[src/rtl/paddsub_reduce_ctrl_pkg.sv]
// ---------------------------------------------------------------------------
// paddsub_reduce_ctrl_pkg
// Shared definitions for the packed saturating reduction sequencer:
//   - state_e : FSM state encoding (IDLE / ACCUM / DONE)
//   - WORD_W  : packed operand / accumulator width
//   - LANE_W  : width of one signed lane inside the packed word
//   - LANES   : number of lanes per packed word
// ---------------------------------------------------------------------------
package paddsub_reduce_ctrl_pkg;

  localparam int WORD_W = 16;
  localparam int LANE_W = 4;
  localparam int LANES  = WORD_W / LANE_W;

  typedef enum logic [1:0] {
    ST_IDLE  = 2'd0,
    ST_ACCUM = 2'd1,
    ST_DONE  = 2'd2
  } state_e;

endpackage

[src/rtl/paddsub_reduce_ctrl_paddsub.sv]
// ---------------------------------------------------------------------------
// paddsub_16bit
// Packed 4 x 4-bit signed adder with per-lane saturation. Lanes are fully
// independent: no carry crosses a lane boundary and no flags are produced.
// Ports:
//   a_in    [15:0] packed operand A (4 signed lanes)
//   b_in    [15:0] packed operand B (4 signed lanes)
//   sum_out [15:0] packed lane-wise saturated sum
// ---------------------------------------------------------------------------
module paddsub_16bit
  import paddsub_reduce_ctrl_pkg::*;
(
  input  logic [WORD_W-1:0] a_in,
  input  logic [WORD_W-1:0] b_in,
  output logic [WORD_W-1:0] sum_out
);

  for (genvar gi = 0; gi < LANES; gi++) begin : g_lane
    logic [LANE_W:0] lane_sum;

    // One guard bit: sign-extend both lanes so the 5-bit sum is exact.
    assign lane_sum = {a_in[gi*LANE_W+LANE_W-1], a_in[gi*LANE_W +: LANE_W]}
                    + {b_in[gi*LANE_W+LANE_W-1], b_in[gi*LANE_W +: LANE_W]};

    // Guard bit disagreeing with the lane sign bit means the exact sum is out
    // of the 4-bit range; the guard bit then gives the true sign to clamp to.
    assign sum_out[gi*LANE_W +: LANE_W] =
        (lane_sum[LANE_W] == lane_sum[LANE_W-1]) ? lane_sum[LANE_W-1:0]
      : (lane_sum[LANE_W] ? 4'b1000 : 4'b0111);
  end

endmodule

[src/rtl/paddsub_reduce_ctrl.sv]
// ---------------------------------------------------------------------------
// paddsub_reduce_ctrl
// Sequencer folding a stream of packed 16-bit operand words into an
// accumulator using one lane-wise saturating adder (paddsub_16bit).
// Optional build macro: PADDSUB_SAT_FLAG_EN adds the sticky sat_seen output.
// Ports:
//   clk, rst_n        clock, asynchronous active-low reset
//   start, cnt, init  command strobe (IDLE only), beat count, initial acc
//   abort             cancel an in-flight reduction (ACCUM only)
//   in_valid/in_ready operand stream handshake, in_data packed operand
//   busy              command in progress (ACCUM or DONE)
//   done              single-cycle completion pulse
//   result            last completed accumulator value
//   result_valid      result holds a completed reduction
//   sat_seen          (PADDSUB_SAT_FLAG_EN) any lane overflow in this command
// ---------------------------------------------------------------------------
module paddsub_reduce_ctrl
  import paddsub_reduce_ctrl_pkg::*;
#(
  parameter int CNT_W = 8
) (
  input  logic              clk,
  input  logic              rst_n,
  input  logic              start,
  input  logic [CNT_W-1:0]  cnt,
  input  logic [WORD_W-1:0] init,
  input  logic              abort,
  input  logic              in_valid,
  input  logic [WORD_W-1:0] in_data,
  output logic              in_ready,
  output logic              busy,
  output logic              done,
  output logic [WORD_W-1:0] result,
  output logic              result_valid
`ifdef PADDSUB_SAT_FLAG_EN
  ,
  output logic              sat_seen
`endif
);

  localparam logic [CNT_W-1:0] CNT_ONE = {{(CNT_W-1){1'b0}}, 1'b1};

  state_e            state_q;
  logic [WORD_W-1:0] acc_q;
  logic [WORD_W-1:0] acc_d;
  logic [CNT_W-1:0]  remaining_q;
  logic [WORD_W-1:0] result_q;
  logic              result_valid_q;
  logic              beat_accept;

  paddsub_16bit u_paddsub (
    .a_in    (acc_q),
    .b_in    (in_data),
    .sum_out (acc_d)
  );

  // Abort takes priority over a beat presented in the same cycle.
  assign beat_accept = (state_q == ST_ACCUM) && in_valid && !abort
                     && (remaining_q != '0);

`ifdef PADDSUB_SAT_FLAG_EN
  logic [LANES-1:0] lane_ovf;
  logic             sat_seen_q;

  // Raw (wrapping) lane sum overflows when both operands share a sign and
  // the wrapped result does not.
  for (genvar gi = 0; gi < LANES; gi++) begin : g_ovf
    logic [LANE_W-1:0] raw_sum;
    assign raw_sum      = acc_q[gi*LANE_W +: LANE_W] + in_data[gi*LANE_W +: LANE_W];
    assign lane_ovf[gi] = (acc_q[gi*LANE_W+LANE_W-1] == in_data[gi*LANE_W+LANE_W-1])
                       && (raw_sum[LANE_W-1] != acc_q[gi*LANE_W+LANE_W-1]);
  end

  always_ff @(posedge clk or negedge rst_n) begin
    if (!rst_n) begin
      sat_seen_q <= 1'b0;
    end else if ((state_q == ST_IDLE) && start) begin
      sat_seen_q <= 1'b0;
    end else if (beat_accept && (|lane_ovf)) begin
      sat_seen_q <= 1'b1;
    end
  end

  assign sat_seen = sat_seen_q;
`endif

  always_ff @(posedge clk or negedge rst_n) begin
    if (!rst_n) begin
      state_q        <= ST_IDLE;
      acc_q          <= '0;
      remaining_q    <= '0;
      result_q       <= '0;
      result_valid_q <= 1'b0;
    end else begin
      case (state_q)
        ST_IDLE: begin
          if (start) begin
            acc_q       <= init;
            remaining_q <= cnt;
            if (cnt == '0) begin
              // Empty reduction: result must already show init during DONE.
              state_q        <= ST_DONE;
              result_q       <= init;
              result_valid_q <= 1'b1;
            end else begin
              state_q        <= ST_ACCUM;
              result_valid_q <= 1'b0;
            end
          end
        end
        ST_ACCUM: begin
          if (abort) begin
            state_q        <= ST_IDLE;
            acc_q          <= '0;
            remaining_q    <= '0;
            result_valid_q <= 1'b0;
          end else if (beat_accept) begin
            acc_q       <= acc_d;
            remaining_q <= remaining_q - CNT_ONE;
            if (remaining_q == CNT_ONE) begin
              // Publish on the accepting edge so result is visible in DONE.
              state_q        <= ST_DONE;
              result_q       <= acc_d;
              result_valid_q <= 1'b1;
            end
          end
        end
        ST_DONE: begin
          state_q <= ST_IDLE;
        end
        default: begin
          state_q <= ST_IDLE;
        end
      endcase
    end
  end

  assign in_ready     = (state_q == ST_ACCUM);
  assign busy         = (state_q != ST_IDLE);
  assign done         = (state_q == ST_DONE);
  assign result       = result_q;
  assign result_valid = result_valid_q;

endmodule

[config.mk]
export PLATFORM = sky130hd
export DESIGN_NAME = paddsub_reduce_ctrl
export DESIGN_NICKNAME = d
export VERILOG_FILES = /design/src/rtl/paddsub_reduce_ctrl_pkg.sv /design/src/rtl/paddsub_reduce_ctrl_paddsub.sv /design/src/rtl/paddsub_reduce_ctrl.sv
export SDC_FILE = /design/constraint.sdc
export NUM_CORES = 1
export LEC_CHECK = 0
export CORE_MARGIN = 2
export CORE_UTILIZATION = 46
export DETAILED_ROUTE_END_ITERATION = 12
export PLACE_DENSITY = 0.79
export SYNTH_ARGS = -nofsm -noshare
export SYNTH_HDL_FRONTEND = slang
export SYNTH_SLANG_ARGS = --single-unit
[constraint.sdc]
create_clock -name clk -period 2 [get_ports clk]
set_input_delay 0.3 -clock clk [delete_from_list [all_inputs] [get_ports clk]]
set_output_delay 0.3 -clock clk [all_outputs]
set_load 0.1 [all_outputs]
==> impl_metrics.env <==
export IMPL_status="finished with violations"
export IMPL_violations="hold timing, setup timing"
export IMPL_maxSlewViolCount=0
export IMPL_critPathMaxStageDelay_ns=0.49
export IMPL_synth_area_mm2=0.00300
export IMPL_worst_path_max_delay_cell="clkdlybuf4s50_1"
export IMPL_top_layer_used="met4"
export IMPL_ant_nets=0
export IMPL_cts_tree="yes"
export IMPL_drt_wl_total_um=9810
export IMPL_p_sw_mw=3.46
export IMPL_crit_path_cell_trace="clkdlybuf4s50_1, ha_1, a21o_1, a21oi_2, xnor2_2, ha_4, o311a_4, a21o_1, a221oi_2, nor2_1"
export IMPL_grt_usage_pct=23.3
export IMPL_power_mw=7.11
export IMPL_drive_above_1_share_pct=38.1
export IMPL_dieWidth_um=84.8
export IMPL_cts_max_path_buffers=2
export IMPL_dr_wl_met2_um=4960
export IMPL_ys_ff_latch=43
export IMPL_synth_distinct_cells=53
export IMPL_muxShareOfSynthArea_pct=3.37
export IMPL_crit_path_end_kind="flop"
export IMPL_fmaxAchievable_mhz=425
export IMPL_synth_flop_cell="dfrtp_1"
export IMPL_vias=3119
export IMPL_critical_path_required_ns=2.19
export IMPL_internal_power_mw=3.65
export IMPL_synth_edff_count=0
export IMPL_min_period_ns=2.35
export IMPL_synthArstFlopShare_pct=100
export IMPL_syn2layout_area_growth_pct=55.8
export IMPL_gr_total_overflow=0
export IMPL_antenna_found_initial=0
export IMPL_syn_avg_cell_area_um2=9.16
export IMPL_setup_slack_ns=-0.352
export IMPL_dr_wl_met3_um=520
export IMPL_cts_htree_levels=2
export IMPL_pwr_share_seq_pct=20.0
export IMPL_m1WireLength_um=4100
export IMPL_synthesis_yosys_warnings=0
export IMPL_synth_xor_xnor_area_share_pct=1.75
export IMPL_cpMostUsedCell="a21o_1"
export IMPL_coreArea_mm2=0.00635
export IMPL_clock_sinks=43
export IMPL_initial_utilization_pct=47.3
export IMPL_path_clk_slew_ns=0.09
export IMPL_p_leak_nw=2.17
export IMPL_first_pass_iters=4
export IMPL_dpl_hpwl_um=6070
export IMPL_worstHoldPathType="input pin to async pin"
export IMPL_setup_viol=22
export IMPL_worstPathArrival_ns=2.54
export IMPL_crit_fanout=3
export IMPL_wl_per_cell_um=18.4
export IMPL_synth_fa_ha_area_share_pct=12.7
export IMPL_max_cap_violations=0
export IMPL_syn_inst=328
export IMPL_cts_root_buf="clkbuf_8"
export IMPL_clockPowerShare_pct=7.9
export IMPL_grt_max_degree=33
export IMPL_combPwrFrac_pct=72.1
export IMPL_finalNetCount=529
export IMPL_synth_top_family_by_area="compound AO/OA/AOI/OAI gates"
export IMPL_crit_type="input pin to flop"
export IMPL_finalHoldViolCount=1
export IMPL_route_detailed_drc=0
export IMPL_grt_pass1_vias=2891
export IMPL_drt_iter0_markers=227
export IMPL_gp_congestion=0.844
export IMPL_whs_ns=-0.00571
export IMPL_nFillCells=446
export IMPL_antennaDiodeCount=0
export IMPL_synth_seq_area_share_pct=35.8
export IMPL_io_pins=65
export IMPL_cts_hold_buf=0
export IMPL_synth_compound_area_share_pct=25.4
export IMPL_peakVddDrop_mv=1.33
export IMPL_finClkSkew_ns=0.00926
export IMPL_clk_latency_ns=0.30
export IMPL_maxSlewHeadroom_pct=58.3
export IMPL_power_density_mw_per_mm2=1520
export IMPL_die_y_um=84.8
export IMPL_num_rows=29
export IMPL_min_period_over_period_pct=118
export IMPL_die_area_mm2=0.00719
export IMPL_syn_nets=401
export IMPL_viasPerCell=5.84
export IMPL_tightest_slew_ns=0.626
export IMPL_grt_pass1_wl_um=13700
export IMPL_netSwitchingFraction_pct=48.7
export IMPL_synth_simple_area_share_pct=14.1
export IMPL_numPortBuffers=64
export IMPL_rsz0062_at_grt="yes"
export IMPL_cts_made_buffers=5
export IMPL_startpoint_type="input pin"
==> sequential cells by signal, indices dropped and copies added, names as in the netlist <==
register and cells:
state_q 2, remaining_q 8, result 16, result_valid 1, acc_q 16
==> worst paths after layout <==
kind	from	to	slack, ns	cells past startpoint
max	in_data[1]	acc_q[2]	-0.35	10
min	rst_n	acc_q[4]	-0.006	1
max reg2reg	acc_q[1]	acc_q[2]	-0.34	9
min reg2reg	acc_q[15]	acc_q[15]	0.50	1
max in group asynchronous	rst_n	acc_q[15]	1.40	2
min in group clk	acc_q[15]	acc_q[15]	0.50	1
==> power groups by stage <==
stage / sequential (mW) / clock, mW / combinational (mW)
finish: 1.42 / 0.561 / 5.13
global route: 1.44 / 0.614 / 5.42
CTS: 1.39 / 0.564 / 4.16
detailed placement: 1.41 / 0 / 3.85
global placement: 1.39 / 0 / 3.74
floorplan: 2.12 / 0 / 1.89
==> repair_timing <==
action,CTS,global route
pin swaps,38,38
gates resized for setup,34,56
buffers inserted,12,8
endpoints found under the setup margin,29,32
==> through the flow <==
stage	TNS [ns]	cell area, um^2	worst slack (ns)	util [%]	cells
after detailed placement	-16.57	4120	-0.747	64.8	511
after CTS	-4.39	4370	-0.297	68.8	528
after global placement	-14.62	4120	-0.626	64.8	511
final	-4.91	4680	-0.352	73.7	534
after floorplan	-1.20	3040	-0.152	-	328
after global routing	-6.37	4680	-0.394	73.7	534
==> cell families (layout without fill, tap and decap cells) <==
logic type,count (synthesis),count (layout)
flops,43,43
fa+ha+maj,28,28
simple gates,81,81
compound gates,115,115
mux,9,9
buf+inv,46,175
xor+xnor,6,6
==> routing by layer <==
metal  global-route usage (%)  vias up
met3                     4.28       24
met1                     32.4     1532
li1                         -     1445
met4                     4.33        0
met2                     38.7      118
met5                        0        -
==> synth_stat cells, drive strengths merged (2+ instances only) <==
| library cell | count | area [um^2] |
|---|---|---|
| dfrtp | 43 | 1080 |
| o21ai | 35 | 183 |
| inv | 29 | 109 |
| nor2 | 26 | 97.6 |
| ha | 24 | 300 |
| a21oi | 20 | 100 |
| nand2 | 20 | 75.1 |
| buf | 9 | 68.8 |
| mux2 | 9 | 101 |
| a31oi | 8 | 50.1 |
| clkbuf | 8 | 30.0 |
| a21o | 7 | 52.6 |
| a22o | 7 | 61.3 |
| nand2b | 7 | 51.3 |
| nor2b | 6 | 37.5 |
| xnor2 | 6 | 52.6 |
| o22ai | 5 | 31.3 |
| a22oi | 4 | 30.0 |
| fa | 4 | 80.1 |
| nor3 | 4 | 20.0 |
| nor3b | 4 | 35.0 |
| nor4 | 4 | 31.3 |
| o22a | 4 | 35.0 |
| a2111oi | 3 | 32.5 |
| a211oi | 3 | 22.5 |
| a221oi | 3 | 26.3 |
| o21a | 3 | 22.5 |
| and3 | 2 | 12.5 |
| nor4b | 2 | 17.5 |
| o211ai | 2 | 15.0 |
| o2bb2ai | 2 | 17.5 |
| o311a | 2 | 20.0 |
| o31ai | 2 | 15.0 |
| or4 | 2 | 18.8 |
==> cell usage in the layout (no fill, tap or decap), drive strengths merged, types with 3 or more instances in the layout <==
cell type	netlist	routed
a2111oi	3	3
a211oi	3	3
a21o	7	7
a21oi	20	20
a221oi	3	3
a22o	7	7
a22oi	4	4
a31oi	8	8
buf	9	95
clkbuf	8	7
clkdlybuf4s50	0	36
dfrtp	43	43
dlygate4sd2	0	4
dlymetal6s2s	0	3
fa	4	4
ha	24	24
inv	29	29
mux2	9	9
nand2	20	20
nand2b	7	7
nor2	26	26
nor2b	6	6
nor3	4	4
nor3b	4	4
nor4	4	4
o21a	3	3
o21ai	35	35
o22a	4	4
o22ai	5	5
xnor2	6	6
==> critical path: cells and delay by family <==
kind	cells	cell delay [ns]
buf+inv	1	0.49
compound gates	5	1.01
simple gates	1	0.06
fa+ha+maj	2	0.50
xor+xnor	1	0.17
==> area by class of cell <==
| type | instances | area, um^2 | area share, % |
|---|---|---|---|
| Inverter | 29 | 114 | 2.43 |
| Clock inverter | 1 | 5.00 | 0.107 |
| Tap cell | 77 | 96.3 | 2.06 |
| Timing Repair Buffer | 138 | 1200 | 25.7 |
| Clock buffer | 7 | 76.3 | 1.63 |
| Sequential cell | 43 | 1080 | 23.0 |
| Multi-Input combinational cell | 239 | 2110 | 45.1 |
(Power assumes the default switching activity.)
